<file path="src/rtl/uart_pkg.sv">
// Shared UART receive definitions: FSM states, bit-period helper, data width.
// UART_RECV_PARITY_EN adds the PARITY state (8E1 framing).
package uart_pkg;

   localparam int DATA_W = 8;

`ifdef UART_RECV_PARITY_EN
   typedef enum logic [2:0] {ST_IDLE, ST_START, ST_DATA, ST_PARITY, ST_STOP} state_t;
`else
   typedef enum logic [2:0] {ST_IDLE, ST_START, ST_DATA, ST_STOP} state_t;
`endif

   function automatic int bps_cnt(input int clk_freq, input int uart_bps);
      return clk_freq / uart_bps;
   endfunction

endpackage

</file>
<file path="src/rtl/uart_rx_sync.sv">
// 2-FF synchronizer for an asynchronous input plus falling-edge detect on the
// synchronized value. All stages reset to RST_VAL so no false edge leaves reset.
module uart_rx_sync #(
   parameter logic RST_VAL = 1'b1
) (
   input  logic clk_i,
   input  logic rst_i,
   input  logic async_i,
   output logic sync_o,
   output logic fall_o
);

   // [0],[1] synchronize; [2] holds the previous synchronized sample
   logic [2:0] sync_q;

   always_ff @(posedge clk_i or posedge rst_i) begin
      if (rst_i) sync_q <= {3{RST_VAL}};
      else       sync_q <= {sync_q[1:0], async_i};
   end

   assign sync_o = sync_q[1];
   assign fall_o = sync_q[2] & ~sync_q[1];

endmodule

</file>
<file path="src/rtl/uart_recv.sv">
// UART receiver, 8N1 by default; define UART_RECV_PARITY_EN for 8E1 with
// even-parity checking. One byte per good frame with a 1-cycle done strobe.
module uart_recv
   import uart_pkg::*;
#(
   parameter int CLK_FREQ = 50000000,
   parameter int UART_BPS = 115200
) (
   input  logic              sys_clk,
   input  logic              sys_rst,
   input  logic              uart_rxd,
   output logic [DATA_W-1:0] uart_dout,
   output logic              uart_rx_done,
   output logic              uart_rx_busy,
   output logic              frame_err,
   output logic              parity_err
);

   localparam int BPS_CNT = bps_cnt(CLK_FREQ, UART_BPS);
   localparam int HALF    = BPS_CNT / 2;
   localparam int CNT_W   = $clog2(BPS_CNT);
   localparam logic [CNT_W-1:0] CNT_HALF_M1 = CNT_W'(HALF - 1);
   localparam logic [CNT_W-1:0] CNT_LAST    = CNT_W'(BPS_CNT - 1);
   localparam logic [CNT_W-1:0] CNT_ONE     = CNT_W'(1);

   logic rx_s, rx_fall;

   uart_rx_sync #(.RST_VAL(1'b1)) u_sync (
      .clk_i   (sys_clk),
      .rst_i   (sys_rst),
      .async_i (uart_rxd),
      .sync_o  (rx_s),
      .fall_o  (rx_fall)
   );

   state_t            state_q;
   logic [CNT_W-1:0]  clk_cnt_q;
   logic [2:0]        bit_idx_q;
   logic [DATA_W-1:0] data_q;
   logic [DATA_W-1:0] dout_q;
   logic              done_q, busy_q, ferr_q;
   logic              par_bad;

`ifdef UART_RECV_PARITY_EN
   logic par_bad_q, perr_q;
   assign par_bad    = par_bad_q;
   assign parity_err = perr_q;
`else
   assign par_bad    = 1'b0;
   assign parity_err = 1'b0;
`endif

   // Every state after START samples once per bit period; START samples at
   // half a period so all later samples land mid-bit.
   always_ff @(posedge sys_clk or posedge sys_rst) begin
      if (sys_rst) begin
         state_q   <= ST_IDLE;
         clk_cnt_q <= '0;
         bit_idx_q <= '0;
         data_q    <= '0;
         dout_q    <= '0;
         done_q    <= 1'b0;
         busy_q    <= 1'b0;
         ferr_q    <= 1'b0;
`ifdef UART_RECV_PARITY_EN
         par_bad_q <= 1'b0;
         perr_q    <= 1'b0;
`endif
      end else begin
         done_q <= 1'b0;
         ferr_q <= 1'b0;
`ifdef UART_RECV_PARITY_EN
         perr_q <= 1'b0;
`endif
         case (state_q)
            ST_IDLE: begin
               if (rx_fall) begin
                  state_q   <= ST_START;
                  clk_cnt_q <= '0;
                  busy_q    <= 1'b1;
               end
            end
            ST_START: begin
               if (clk_cnt_q == CNT_HALF_M1) begin
                  clk_cnt_q <= '0;
                  bit_idx_q <= '0;
                  if (!rx_s) begin
                     state_q <= ST_DATA;
                  end else begin
                     state_q <= ST_IDLE;
                     busy_q  <= 1'b0;
                  end
               end else begin
                  clk_cnt_q <= clk_cnt_q + CNT_ONE;
               end
            end
            ST_DATA: begin
               if (clk_cnt_q == CNT_LAST) begin
                  clk_cnt_q         <= '0;
                  data_q[bit_idx_q] <= rx_s;
                  bit_idx_q         <= bit_idx_q + 3'd1;
                  if (bit_idx_q == 3'd7) begin
`ifdef UART_RECV_PARITY_EN
                     state_q <= ST_PARITY;
`else
                     state_q <= ST_STOP;
`endif
                  end
               end else begin
                  clk_cnt_q <= clk_cnt_q + CNT_ONE;
               end
            end
`ifdef UART_RECV_PARITY_EN
            ST_PARITY: begin
               if (clk_cnt_q == CNT_LAST) begin
                  clk_cnt_q <= '0;
                  par_bad_q <= (^data_q) ^ rx_s;
                  state_q   <= ST_STOP;
               end else begin
                  clk_cnt_q <= clk_cnt_q + CNT_ONE;
               end
            end
`endif
            ST_STOP: begin
               // Leaving at mid-stop lets a back-to-back start edge be caught
               if (clk_cnt_q == CNT_LAST) begin
                  clk_cnt_q <= '0;
                  state_q   <= ST_IDLE;
                  busy_q    <= 1'b0;
                  ferr_q    <= ~rx_s;
`ifdef UART_RECV_PARITY_EN
                  perr_q    <= par_bad_q;
`endif
                  if (rx_s && !par_bad) begin
                     dout_q <= data_q;
                     done_q <= 1'b1;
                  end
               end else begin
                  clk_cnt_q <= clk_cnt_q + CNT_ONE;
               end
            end
            default: begin
               state_q <= ST_IDLE;
               busy_q  <= 1'b0;
            end
         endcase
      end
   end

   assign uart_dout    = dout_q;
   assign uart_rx_done = done_q;
   assign uart_rx_busy = busy_q;
   assign frame_err    = ferr_q;

endmodule

</file>
<file path="config.mk">
export PLATFORM = sky130hd
export DESIGN_NAME = uart_recv
export DESIGN_NICKNAME = d
export VERILOG_FILES = /design/src/rtl/uart_pkg.sv /design/src/rtl/uart_rx_sync.sv /design/src/rtl/uart_recv.sv
export SDC_FILE = /design/constraint.sdc
export NUM_CORES = 1
export LEC_CHECK = 0
export ABC_AREA = 1
export BUFFER_PORTS_ARGS = -buffer_cell sky130_fd_sc_hd__clkbuf_2
export CAP_MARGIN = 10
export CORE_MARGIN = 2
export CORE_UTILIZATION = 40
export CTS_BUF_LIST = sky130_fd_sc_hd__clkbuf_8
export DETAILED_ROUTE_END_ITERATION = 6
export GPL_TIMING_DRIVEN = 0
export SKIP_LAST_GASP = 1
export SLEW_MARGIN = 25
export SYNTH_ARGS = -nofsm -noshare
export SYNTH_HDL_FRONTEND = slang
export SYNTH_SLANG_ARGS = --single-unit
</file>
<file path="constraint.sdc">
create_clock -name sys_clk -period 1.5 [get_ports sys_clk]
set_input_delay 0.075 -clock sys_clk [delete_from_list [all_inputs] [get_ports sys_clk]]
set_output_delay 0.075 -clock sys_clk [all_outputs]
set_load 0.01 [all_outputs]
</file>
Word-level counts from Yosys, hierarchy flattened
Index checks and enable logic that the tools add are counted.
- add/subtract/negate cells: 2
- $lt $le $gt $ge: 2
- eq/ne operators: 12
- multiplexer cells: 27
- bitwise gates (word level): 3
- reductions and logical operators: 11
- operators with widths (cell ; count):
    $mux W9 ; 3
    $pmux W9 S3 ; 1
    $mux W3 ; 7
    $pmux W3 S4 ; 1
    $mux W1 ; 10
    $ne A2 B2 Y1 const B ; 5
    $reduce_and A5 Y1 ; 2
    $add A9 B1 Y9 const B ; 1
    $eq A9 B8 Y1 const B ; 1
    $eq A9 B9 Y1 const B ; 1
    $bwmux W8 ; 1
    $eq A3 B2 Y1 const B ; 2
    $pmux W3 S2 ; 1
    $reduce_and A3 Y1 ; 2
    $lt A3 B4 Y1 const B ; 1
    $pmux W1 S4 ; 1
    $reduce_and A2 Y1 ; 2
    $add A3 B1 Y3 const B ; 1
    $demux W1 S3 ; 1
    $eq A3 B1 Y1 const B ; 1
    $eq A3 B3 Y1 const B ; 1
    $ge A3 B1 Y1 const B ; 1
    $logic_not A3 Y1 ; 1
    $reduce_bool A3 Y1 ; 1
    other kinds (7) ; 8
- register bits after elaboration: 37
- bits of input ports: 3
- logic and storage cells: 66

Logic depth before layout (Yosys ltp)
Gate-level depths: netlist of the first run.
- depth after elaboration: 5
- depth in mapped cells: 10

Hierarchy
A second synthesis of the first run with hierarchy kept.
- cell total of the unflattened synthesis: 197
- area total of the unflattened synthesis: 1722.9 µm²
- by module, submodules not included (module ; instances ; cells each ; area an instance (µm²) ; seq. area each (µm²)):
    uart_recv ; 1 ; 191 ; 1630.3 ; 825.8
    uart_rx_sync ; 1 ; 6 ; 92.6 ; 78.8

Least setup slack after synthesis of the first run
Ideal clock, no wire load.
- path kind: register -> register
- start: register clk_cnt_q[1]
- end: register data_q[6]
- library setup time: 0.120 ns
- arrival time: 1.226 ns
- required time: 1.380 ns
- slack: 0.154 ns
- stages on the path, launching flop included: 10
- path buffers: 0
- clock period less this slack: 1.346 ns
- cell sequence: dfrtp_1 inv_1 ha_1 nand2_1 nor2_4 nand2_4 nor2_8 nand2_4 o21ai_1 nand2_1
- word-level cells in the longest chain between the ends: 2
- ends and longest elaborated chain (element ; line ; RTL):
    start: declaration ; uart_recv.sv:37 ; logic [CNT_W-1:0] clk_cnt_q;
    start signal: assignment ; uart_recv.sv:94 ; clk_cnt_q <= clk_cnt_q + CNT_ONE;
    start signal: assignment ; uart_recv.sv:110 ; clk_cnt_q <= clk_cnt_q + CNT_ONE;
    start signal: assignment ; uart_recv.sv:139 ; clk_cnt_q <= clk_cnt_q + CNT_ONE;
    $eq A9 B9 Y1 ; uart_recv.sv:98 ; if (clk_cnt_q == CNT_LAST) begin
    $reduce_and A2 Y1 (no source line) ; -- ;
    end signal: indexed assignment ; uart_recv.sv:100 ; data_q[bit_idx_q] <= rx_s;
    end: declaration ; uart_recv.sv:39 ; logic [DATA_W-1:0] data_q;
No other way between the ends.
A chain may end at the register's enable or synchronous reset.

Worst setup path after layout of the first run
- start: register clk_cnt_q[0]
- end: register data_q[6]
The elaborated chain is that of the path after synthesis.

==> results.sh, run 1 <==
export IMPL_cts_sinks=36
export IMPL_gp_congestion=0.806
export IMPL_core_um2=4320
export IMPL_setup_viol=0
export IMPL_maxCapViolations=0
export IMPL_drv_slew=0
export IMPL_wirelength_um=3540
export IMPL_status="finished, final reports clean"
export IMPL_powerDensity_nw_per_um2=1230
export IMPL_p_switching_w=0.00103
export IMPL_yosysWarnings=0
export IMPL_cts_root_buf="clkbuf_8"
export IMPL_cp_data_arrival_time_ns=1.67
export IMPL_die_area_um2=5030
export IMPL_synth_seq_cells=36
export IMPL_fp_dieW_um=71.0
export IMPL_finalNetCount=256
export IMPL_worst_slack_ns=0.0136
export IMPL_antenna_left=0
export IMPL_endpoint_kind="flop"
export IMPL_worstSetupStartpointType="flop"
export IMPL_antenna_found_initial=0
export IMPL_synth_nets=221
export IMPL_h_tree_depth=2
export IMPL_grt_usage_pct=14.9
export IMPL_ys_types=27
export IMPL_intPower_w=0.00171
export IMPL_numCtsBuffers=5
export IMPL_syn_inst=213
export IMPL_fmax_mhz=673
export IMPL_hold_viol_final=0
export IMPL_grt_pass1_vias=1230
export IMPL_crit_fanout=5
export IMPL_drt_pass1_iter_count=4
export IMPL_dpl_worst_slack_ns=0.0143
export IMPL_clk_latency_ns=0.29
export IMPL_rows=24
export IMPL_instances_no_fill=301
export IMPL_avgSynthCellArea_um2=8.42
export IMPL_wl_per_cell_um=11.8
export IMPL_grt_max_degree=28
export IMPL_post_dp_hpwl_um=2310
export IMPL_clk_pin_slew_ns=0.08
export IMPL_viasPerCell=4.70
export IMPL_finClkSkew_ns=0.0108
export IMPL_synth_seq_area_share_pct=50.5
export IMPL_vdd_drop_max_mv=0.801
export IMPL_comb_power_share_pct=33.6
export IMPL_port_buffers=13
export IMPL_p_leak_nw=1.15
export IMPL_vias=1414
export IMPL_drive_above_1_share_pct=31.7
export IMPL_overflow=0
export IMPL_clock_power_share_pct=24.9
export IMPL_drt_iter0_drc=47
export IMPL_sw_frac_of_total_pct=37.5
export IMPL_rsz0062_at_grt="yes"
export IMPL_hold_slack_ns=0.223
export IMPL_p_seq_share_pct=41.5
export IMPL_critPathRequiredTime_ns=1.68
export IMPL_period_share_pct=99.1
export IMPL_cts_tree="built"
export IMPL_clk_path_buf_depth=2
export IMPL_synth_area_um2=1790
export IMPL_critPathKind="reg2reg"
export IMPL_drc=0
export IMPL_grt_pass1_wl_um=5850
export IMPL_ios=15
export IMPL_regToRegSetupSlack_ns=0.01
export IMPL_placedCellCount=279
export IMPL_fill_cells=407
export IMPL_hold_class="in2async"
export IMPL_die_h_um=71.0
export IMPL_period_needed_ns=1.49
export IMPL_syn_to_final_growth_pct=24.1
export IMPL_n_antenna_cell=0
export IMPL_start_util_pct=41.5
[metal layers]
layer	up-vias	wire length, um	GRT usage, %
li1	742	-	-
met1	641	1870	22.1
met2	26	1480	20.4
met3	5	145	5.13
met4	0	48	5.03
met5	-	0	0
[cells in the final DEF (no fill, tap or decap), types with 2 or more instances in the layout]
cell type      Yosys  final
clkbuf_8           0      5
nor2_4             2      4
clkinv_2           0      3
a21oi_1            2      2
nand3_1           11      8
clkbuf_2           0     13
clkinv_4           1      2
dfstp_2            3      3
nand3_2            0      4
nand2_2            5     12
nand2_4            2      4
dfrtp_1           33     33
buf_4              1      8
nand2_1           72     63
inv_1             22     19
dlygate4sd3_1      0      2
nand4_1            3      3
ha_1               5      4
nor2_1            11     10
o21ai_1            9     11
nor2_2             2      2
o21ai_2            1      3
xor2_1             4      4
o21ai_0           11      8
inv_2              6      9
[flip-flops by register name, summed over array words and instances, names as in the netlist]
name and count:
data_q 8, state_q 2, uart_rx_busy 1, clk_cnt_q 9, uart_dout 8, bit_idx_q 3, u_sync.sync_q 3, frame_err 1
uart_rx_done 1
[what timing repair did]
action,4_1_cts,5_1_grt
gates cloned,0,4
pin swaps,0,12
setup buffers,0,8
resized for setup,0,27
hold endpoints to repair,34,0
hold buffers,2,0
setup endpoints to repair,1,31
[power groups by stage]
stage	registers (W)	logic, W	clock network [W]
after floorplan	0.00115	0.000533	0
after global placement	0.00116	0.000690	0
after detailed placement	0.00116	0.000696	0
after CTS	0.00114	0.000703	0.000709
after global routing	0.00115	0.00102	0.000745
final	0.00114	0.000922	0.000682
[cell families (layout without fill, tap and decap cells)]
logic type	Yosys count	in the layout	share of synthesized area [%]
AO/OA/AOI/OAI	25	26	7.96
XOR/XNOR	4	4	1.95
adder cells (fa/ha/maj)	5	5	3.49
buffers and inverters	31	64	7.12
flip-flops	36	36	50.5
other	1	1	0.209
AND/OR/NAND/NOR	111	113	28.8
[worst max-delay path, stage by stage (launching register included)]
cell	delay [ns]
dfrtp_1	0.39
buf_6	0.12
ha_4	0.12
nand2_2	0.06
nor2_4	0.13
nand2_4	0.13
nor2_8	0.18
nand2_4	0.08
o21ai_1	0.12
nand2_1	0.06
[cell usage after synthesis]
library cell	count	area, um2
buf_4	1	7.51
ha_1	5	62.6
nand3_1	11	55.1
xor2_1	4	35.0
inv_2	6	22.5
o21bai_1	1	7.51
nor2_1	11	41.3
o21ai_1	9	45.0
a21oi_1	2	10.0
inv_4	1	6.26
nor3_1	1	5.00
inv_1	22	82.6
nor2_2	2	12.5
nor2_4	2	22.5
o21ai_2	1	8.76
o21ai_0	11	55.1
o21ai_4	1	16.3
dfrtp_1	33	826
nand2_4	2	22.5
nor2_8	1	20.0
nand4_1	3	18.8
dfstp_2	3	78.8
clkinv_4	1	8.76
nand2_1	72	270
nand3_4	1	17.5
conb_1	1	3.75
nand2_2	5	31.3
[area by class of cell]
cell class	count	area, um2	area share, %
timing repair buffer	24	169	7.59
tap	52	65.1	2.92
inverter	30	125	5.62
buffer	1	7.51	0.337
clock buffer	5	68.8	3.09
multi-input combinational	149	862	38.7
clock inverter	3	18.8	0.843
timing repair inverter	1	5.00	0.225
sequential	36	905	40.6
[through the flow]
step	cell area, um2	total power [W]	TNS, ns	util (%)
3_3_place_gp	1920	0.00184	0	44.5
4_1_cts	2050	0.00255	-0.00152	47.4
3_5_place_dp	1940	0.00185	0	44.9
6_report	2230	0.00274	0	51.5
2_1_floorplan	1790	0.00168	0	-
5_1_grt	2230	0.00292	-1.32	51.5
[path summary, 6_finish.rpt]
kind	from	to	cells after the start
max in group asynchronous	sys_rst	u_sync.sync_q[0]	4
min in group sys_clk	u_sync.sync_q[0]	u_sync.sync_q[1]	0
min	sys_rst	uart_dout[1]	3
max reg2reg	clk_cnt_q[0]	data_q[6]	9
max	clk_cnt_q[0]	data_q[6]	9
min reg2reg	u_sync.sync_q[0]	u_sync.sync_q[1]	0
Power figures use the tool's default switching activity.
==> inputs of run 2 (changes only) <==
--- a/config.mk
+++ b/config.mk
@@ -9,10 +9,11 @@
 export BUFFER_PORTS_ARGS = -buffer_cell sky130_fd_sc_hd__clkbuf_2
 export CAP_MARGIN = 10
 export CORE_MARGIN = 2
-export CORE_UTILIZATION = 40
+export CORE_UTILIZATION = 55
 export CTS_BUF_LIST = sky130_fd_sc_hd__clkbuf_8
 export DETAILED_ROUTE_END_ITERATION = 6
 export GPL_TIMING_DRIVEN = 0
+export PLACE_DENSITY = 0.74
 export SKIP_LAST_GASP = 1
 export SLEW_MARGIN = 25
 export SYNTH_ARGS = -nofsm -noshare
==> run 2 against run 1 <==
  * Combinational power shrank 2%
  * Clock skew shrank 0.0033 ns
  * Routed wire length shrank 0.17%
  * Hold slack gained 0.14 ns
  * Highest routed layer unchanged
  * Cell count shrank 3.7%
  * Count of clock-buffer cells in the layout is the same
  * Flip-flop and latch count is the same
  * Global-route usage grew 5.1 points
==> results.sh, run 2 (same netlist as run 1, synthesis figures left out) <==
export IMPL_p_leak_nw=1.14
export IMPL_fmax_mhz=678
export IMPL_regMostFlops="clk_cnt_q"
export IMPL_hold_viol_final=0
export IMPL_finalNetCount=253
export IMPL_syn_to_final_growth_pct=25.0
export IMPL_setup_viol=0
export IMPL_drv_slew=0
export IMPL_drt_pass1_iter_count=4
export IMPL_overflow=0
export IMPL_grt_max_degree=37
export IMPL_intPower_w=0.00185
export IMPL_status="finished, final reports clean"
export IMPL_drive_above_1_share_pct=30.5
export IMPL_period_share_pct=98.3
export IMPL_grt_usage_pct=20.0
export IMPL_fp_dieW_um=61.1
export IMPL_post_dp_hpwl_um=2120
export IMPL_placedCellCount=270
export IMPL_h_tree_depth=2
export IMPL_numCtsBuffers=5
export IMPL_clock_power_share_pct=28.5
export IMPL_hp_start="u_sync.sync_q[0]"
export IMPL_hold_class="reg2reg"
export IMPL_powerDensity_nw_per_um2=1280
export IMPL_mostFrequentLayoutCells="nand2_1, dfrtp_1, inv_1"
export IMPL_clk_pin_slew_ns=0.07
export IMPL_viasPerCell=4.94
export IMPL_endpoint_kind="flop"
export IMPL_wirelength_um=3530
export IMPL_p_seq_share_pct=40.0
export IMPL_gp_congestion=0.800
export IMPL_die_h_um=61.1
export IMPL_largest_reg_flops=9
export IMPL_r2r_start="clk_cnt_q[1]"
export IMPL_antenna_found_initial=0
export IMPL_antenna_left=0
export IMPL_vias=1434
export IMPL_start_util_pct=58.3
export IMPL_sw_frac_of_total_pct=35.7
export IMPL_reg2reg_depth=9
export IMPL_instances_no_fill=290
export IMPL_r2r_end="data_q[0]"
export IMPL_min_to="u_sync.sync_q[1]"
export IMPL_ios=15
export IMPL_period_needed_ns=1.47
export IMPL_regToRegSetupSlack_ns=0.03
export IMPL_vdd_drop_max_mv=1.20
export IMPL_cts_tree="built"
export IMPL_grt_pass1_vias=1181
export IMPL_grt_pass1_wl_um=5330
export IMPL_critPathKind="reg2reg"
export IMPL_wl_per_cell_um=12.2
export IMPL_layout_commonest_cell="nand2_1"
export IMPL_whs_path_depth=0
export IMPL_drc=0
export IMPL_clk_latency_ns=0.29
export IMPL_cp_data_arrival_time_ns=1.65
export IMPL_maxCapViolations=0
export IMPL_drt_iter0_drc=64
export IMPL_cts_sinks=36
export IMPL_critPathRequiredTime_ns=1.67
export IMPL_rsz0062_at_grt="yes"
export IMPL_crit_fanout=5
export IMPL_p_switching_w=0.00103
export IMPL_post_route_util_pct=72.8
export IMPL_cts_root_buf="clkbuf_8"
export IMPL_n_antenna_cell=0
export IMPL_worst_slew_pin_slew_ns=0.749
export IMPL_worstSetupStartpointType="flop"
export IMPL_slew_headroom_pct=50.0
export IMPL_comb_power_share_pct=31.5
export IMPL_finClkSkew_ns=0.00744
export IMPL_port_buffers=13
export IMPL_core_um2=3080
export IMPL_rows=20
export IMPL_die_area_um2=3730
export IMPL_clk_path_buf_depth=2
==> run 2: through the flow <==
stage / hold slack, ns / setup TNS [ns] / instance area (um2) / worst slack [ns] / total power (W)
after floorplan: 0.0795 / 0 / 1790 / 0.154 / 0.00168
after global placement: 0.164 / 0 / 1910 / 0.0249 / 0.00182
after detailed placement: 0.164 / 0 / 1910 / 0.00326 / 0.00184
after CTS: 0.360 / -0.0177 / 2060 / -0.0103 / 0.00269
after global routing: 0.366 / -0.486 / 2240 / -0.0536 / 0.00307
final: 0.359 / 0 / 2240 / 0.0253 / 0.00287
==> run 2: layout make-up <==
class | instances | area (um2)
timing repair inverter | 1 | 5.00
timing repair buffer | 21 | 134
sequential | 36 | 905
buffer | 1 | 7.51
tap | 44 | 55.1
clock inverter | 3 | 38.8
clock buffer | 5 | 68.8
multi-input combinational | 149 | 902
fill | 213 | 837
inverter | 30 | 125
==> run 2: power by group through the flow <==
| stage | clock [W] | combinational [W] | sequential (W) |
|---|---|---|---|
| after floorplan | 0 | 0.000533 | 0.00115 |
| after CTS | 0.000844 | 0.000710 | 0.00114 |
| after global routing | 0.000887 | 0.00102 | 0.00116 |
| final | 0.000818 | 0.000904 | 0.00115 |
| after detailed placement | 0 | 0.000679 | 0.00116 |
| after global placement | 0 | 0.000667 | 0.00116 |
==> run 2: worst max path at each step <==
stage / slack [ns] / startpoint / end / cells after the start
floorplan: 0.15 / clk_cnt_q[1] / data_q[6] / 9
global placement: 0.02 / clk_cnt_q[1] / clk_cnt_q[7] / 9
detailed placement: 0.003 / clk_cnt_q[1] / clk_cnt_q[1] / 9
CTS: -0.01 / clk_cnt_q[1] / clk_cnt_q[1] / 9
global route: -0.05 / clk_cnt_q[0] / clk_cnt_q[5] / 7
finish: 0.03 / clk_cnt_q[1] / data_q[0] / 9
==> run 2: layer usage <==
metal  vias up  share of wire (%)  global-route usage, %  wire, um
li1        736                  -                      -         -
met1       659                 51                   29.5      1790
met2        33                 44                   27.2      1570
met3         6                3.5                   4.41       122
met4         0                1.4                   11.2        50
met5         -                  0                      0         0
==> run 2: what timing repair did <==
action / CTS / global route
endpoints found under the hold margin: 34 / 0
pin swaps: 3 / 11
gates cloned: 0 / 4
setup buffers: 2 / 4
hold buffers: 2 / 0
resized for setup: 0 / 32
setup endpoints to repair: 3 / 30
==> run 2: worst max-delay path: stages, from the launching register on <==
cell and delay [ns]:
dfrtp_1 0.40, inv_2 0.07, ha_1 0.14, nand2_2 0.07, nor2_4 0.16, nand2_8 0.12
nor2_8 0.16, nand3_1 0.12, nand2_1 0.07, o21ai_1 0.05
==> inputs of run 3 (changes only) <==
--- a/config.mk
+++ b/config.mk
@@ -11,9 +11,12 @@
 export CORE_MARGIN = 2
 export CORE_UTILIZATION = 55
 export CTS_BUF_LIST = sky130_fd_sc_hd__clkbuf_8
+export CTS_CLUSTER_SIZE = 14
 export DETAILED_ROUTE_END_ITERATION = 6
 export GPL_TIMING_DRIVEN = 0
 export PLACE_DENSITY = 0.74
+export RECOVER_POWER = 100
+export REMOVE_ABC_BUFFERS = 1
 export SKIP_LAST_GASP = 1
 export SLEW_MARGIN = 25
 export SYNTH_ARGS = -nofsm -noshare
==> run 3 against run 2 <==
  * The flow now finishes with violations (setup timing)
  * Critical endpoint is now data_q[5]
  * Fmax down 3.3%
  * Critical path depth unchanged
  * Die area unchanged
  * Critical path type unchanged
  * Cell count unchanged
  * Via count up 4.3%
  * Total power down 4.7%
  * Sequential power about the same
  * Routed wire length up 5.8%
==> results.sh, run 3 (same netlist as run 1, synthesis figures left out) <==
export IMPL_status="finished, violations left"
export IMPL_violations="setup timing"
export IMPL_overflow=0
export IMPL_critPathRequiredTime_ns=1.67
export IMPL_n_antenna_cell=0
export IMPL_drt_pass1_iter_count=4
export IMPL_p_leak_nw=1.12
export IMPL_drt_iter0_drc=101
export IMPL_grt_pass1_vias=1164
export IMPL_clock_power_share_pct=25.8
export IMPL_period_needed_ns=1.53
export IMPL_antenna_found_initial=0
export IMPL_finClkSkew_ns=0.00350
export IMPL_antenna_left=0
export IMPL_slew_headroom_pct=51.4
export IMPL_tns_ns=-0.0507
export IMPL_worst_slew_pin_slew_ns=0.728
export IMPL_comb_power_share_pct=32.3
export IMPL_cts_root_buf="clkbuf_8"
export IMPL_path_depth=9
export IMPL_fill_cells=237
export IMPL_wirelength_um=3740
export IMPL_viasPerCell=5.16
export IMPL_die_h_um=61.1
export IMPL_numCtsBuffers=5
export IMPL_endpoint_kind="flop"
export IMPL_period_share_pct=102
export IMPL_crit_fanout=5
export IMPL_fmax_mhz=656
export IMPL_mostFrequentLayoutCells="nand2_1, dfrtp_1, inv_1"
export IMPL_clk_path_buf_depth=2
export IMPL_cts_tree="built"
export IMPL_drv_slew=0
export IMPL_worst_slack_ns=-0.0255
export IMPL_max_stage_delay_ns=0.40
export IMPL_sw_frac_of_total_pct=37.4
export IMPL_core_um2=3080
export IMPL_vdd_drop_max_mv=0.963
export IMPL_cp_data_arrival_time_ns=1.70
export IMPL_rsz0062_at_grt="yes"
export IMPL_p_switching_w=0.00102
export IMPL_clk_pin_slew_ns=0.07
export IMPL_worstSetupStartpointType="flop"
export IMPL_syn_to_final_growth_pct=23.2
export IMPL_whs_path_depth=0
export IMPL_ios=15
export IMPL_p_seq_share_pct=42.0
export IMPL_h_tree_depth=2
export IMPL_dpl_worst_slack_ns=-0.0148
export IMPL_regMostFlops="clk_cnt_q"
export IMPL_gp_congestion=0.824
export IMPL_drive_above_1_share_pct=28.0
export IMPL_rows=20
export IMPL_die_area_um2=3730
export IMPL_hold_class="reg2reg"
export IMPL_clk_latency_ns=0.28
export IMPL_grt_max_degree=37
export IMPL_wl_per_cell_um=12.9
export IMPL_fp_dieW_um=61.1
export IMPL_vias=1496
export IMPL_largest_reg_flops=9
export IMPL_powerDensity_nw_per_um2=1240
export IMPL_reg2reg_depth=9
export IMPL_critPathKind="reg2reg"
export IMPL_setup_viol=2
export IMPL_cts_sinks=36
export IMPL_intPower_w=0.00171
export IMPL_grt_usage_pct=19.3
export IMPL_critPathBufInv=1
export IMPL_hold_viol_final=0
export IMPL_layout_commonest_cell="nand2_1"
export IMPL_maxCapViolations=0
export IMPL_port_buffers=13
export IMPL_finalNetCount=253
export IMPL_post_dp_hpwl_um=2110
export IMPL_start_util_pct=58.3
export IMPL_drc=0
export IMPL_crit_path_frequent_cell="nand2_4"
export IMPL_grt_pass1_wl_um=5170
export IMPL_cp_cell_sequence="inv_2 > ha_4 > nand2_4 > nor2_4 > nand2_4 > nor2_8 > nand3_1 > nand2_1 > o21ai_1"
export IMPL_critPathTopFamily="simple AND/OR/NAND/NOR gates"
export IMPL_critPathSlowestCell="dfrtp_1"
[run 3: changes by cell type in the layout (fill, tap and decap cells not counted), moves of 2 or more]
cell | before | now
nand2_4 | 3 | 6
clkbuf_1 | 0 | 11
clkbuf_2 | 13 | 2
nand3_1 | 6 | 8
nand2_2 | 7 | 11
nand2_1 | 68 | 62
[run 3: path summary, 6_finish.rpt]
kind / end / start / slack [ns]
max in group asynchronous: clk_cnt_q[0] / sys_rst / 0.55
hold / removal: u_sync.sync_q[1] / u_sync.sync_q[0] / 0.36
hold reg to reg: u_sync.sync_q[1] / u_sync.sync_q[0] / 0.36
setup reg to reg: data_q[5] / clk_cnt_q[1] / -0.03
setup / recovery: data_q[5] / clk_cnt_q[1] / -0.03
min in group asynchronous: clk_cnt_q[8] / sys_rst / 0.44
[run 3: power by group through the flow]
stage / clock, W / sequential (W) / combinational [W]
global placement: 0 / 0.00116 / 0.000666
detailed placement: 0 / 0.00116 / 0.000677
CTS: 0.000720 / 0.00114 / 0.000707
floorplan: 0 / 0.00115 / 0.000531
global route: 0.000766 / 0.00116 / 0.000986
finish: 0.000706 / 0.00115 / 0.000883
[run 3: layer usage]
layer | share of wire [%] | vias up | GRT usage [%]
met5 | 0 | - | 0
met2 | 47 | 42 | 27.1
met1 | 46 | 711 | 28.0
li1 | - | 738 | -
met4 | 1.2 | 0 | 8.70
met3 | 5.8 | 5 | 5.04
[run 3: cell type report]
cell class / instances / area, um2 / area share [%]
repair inverters: 1 / 5.00 / 0.227
inverters: 30 / 125 / 5.67
flip-flops and latches: 36 / 906 / 41.0
clock buffers: 6 / 82.6 / 3.74
well taps: 44 / 55.1 / 2.49
repair buffers: 22 / 128 / 5.78
multi-input cells: 149 / 896 / 40.6
clock inverters: 2 / 11.3 / 0.510
[run 3: per-stage QoR]
step	util [%]	total power (W)	cell area (um2)	instances	hold WS [ns]
detailed placement	61.9	0.00184	1910	269	0.165
finish	71.7	0.00274	2210	290	0.358
global route	71.7	0.00291	2210	290	0.366
CTS	66.1	0.00256	2030	281	0.360
floorplan	-	0.00168	1790	212	0.0795
global placement	61.9	0.00182	1910	269	0.164
[run 3: what timing repair did]
action / in CTS / in global routing
cloned: 0 / 4
pin swaps: 3 / 19
hold buffers: 2 / 0
endpoints found under the hold margin: 34 / 0
setup endpoints to repair: 7 / 30
setup buffers: 2 / 5
gates resized for setup: 0 / 35
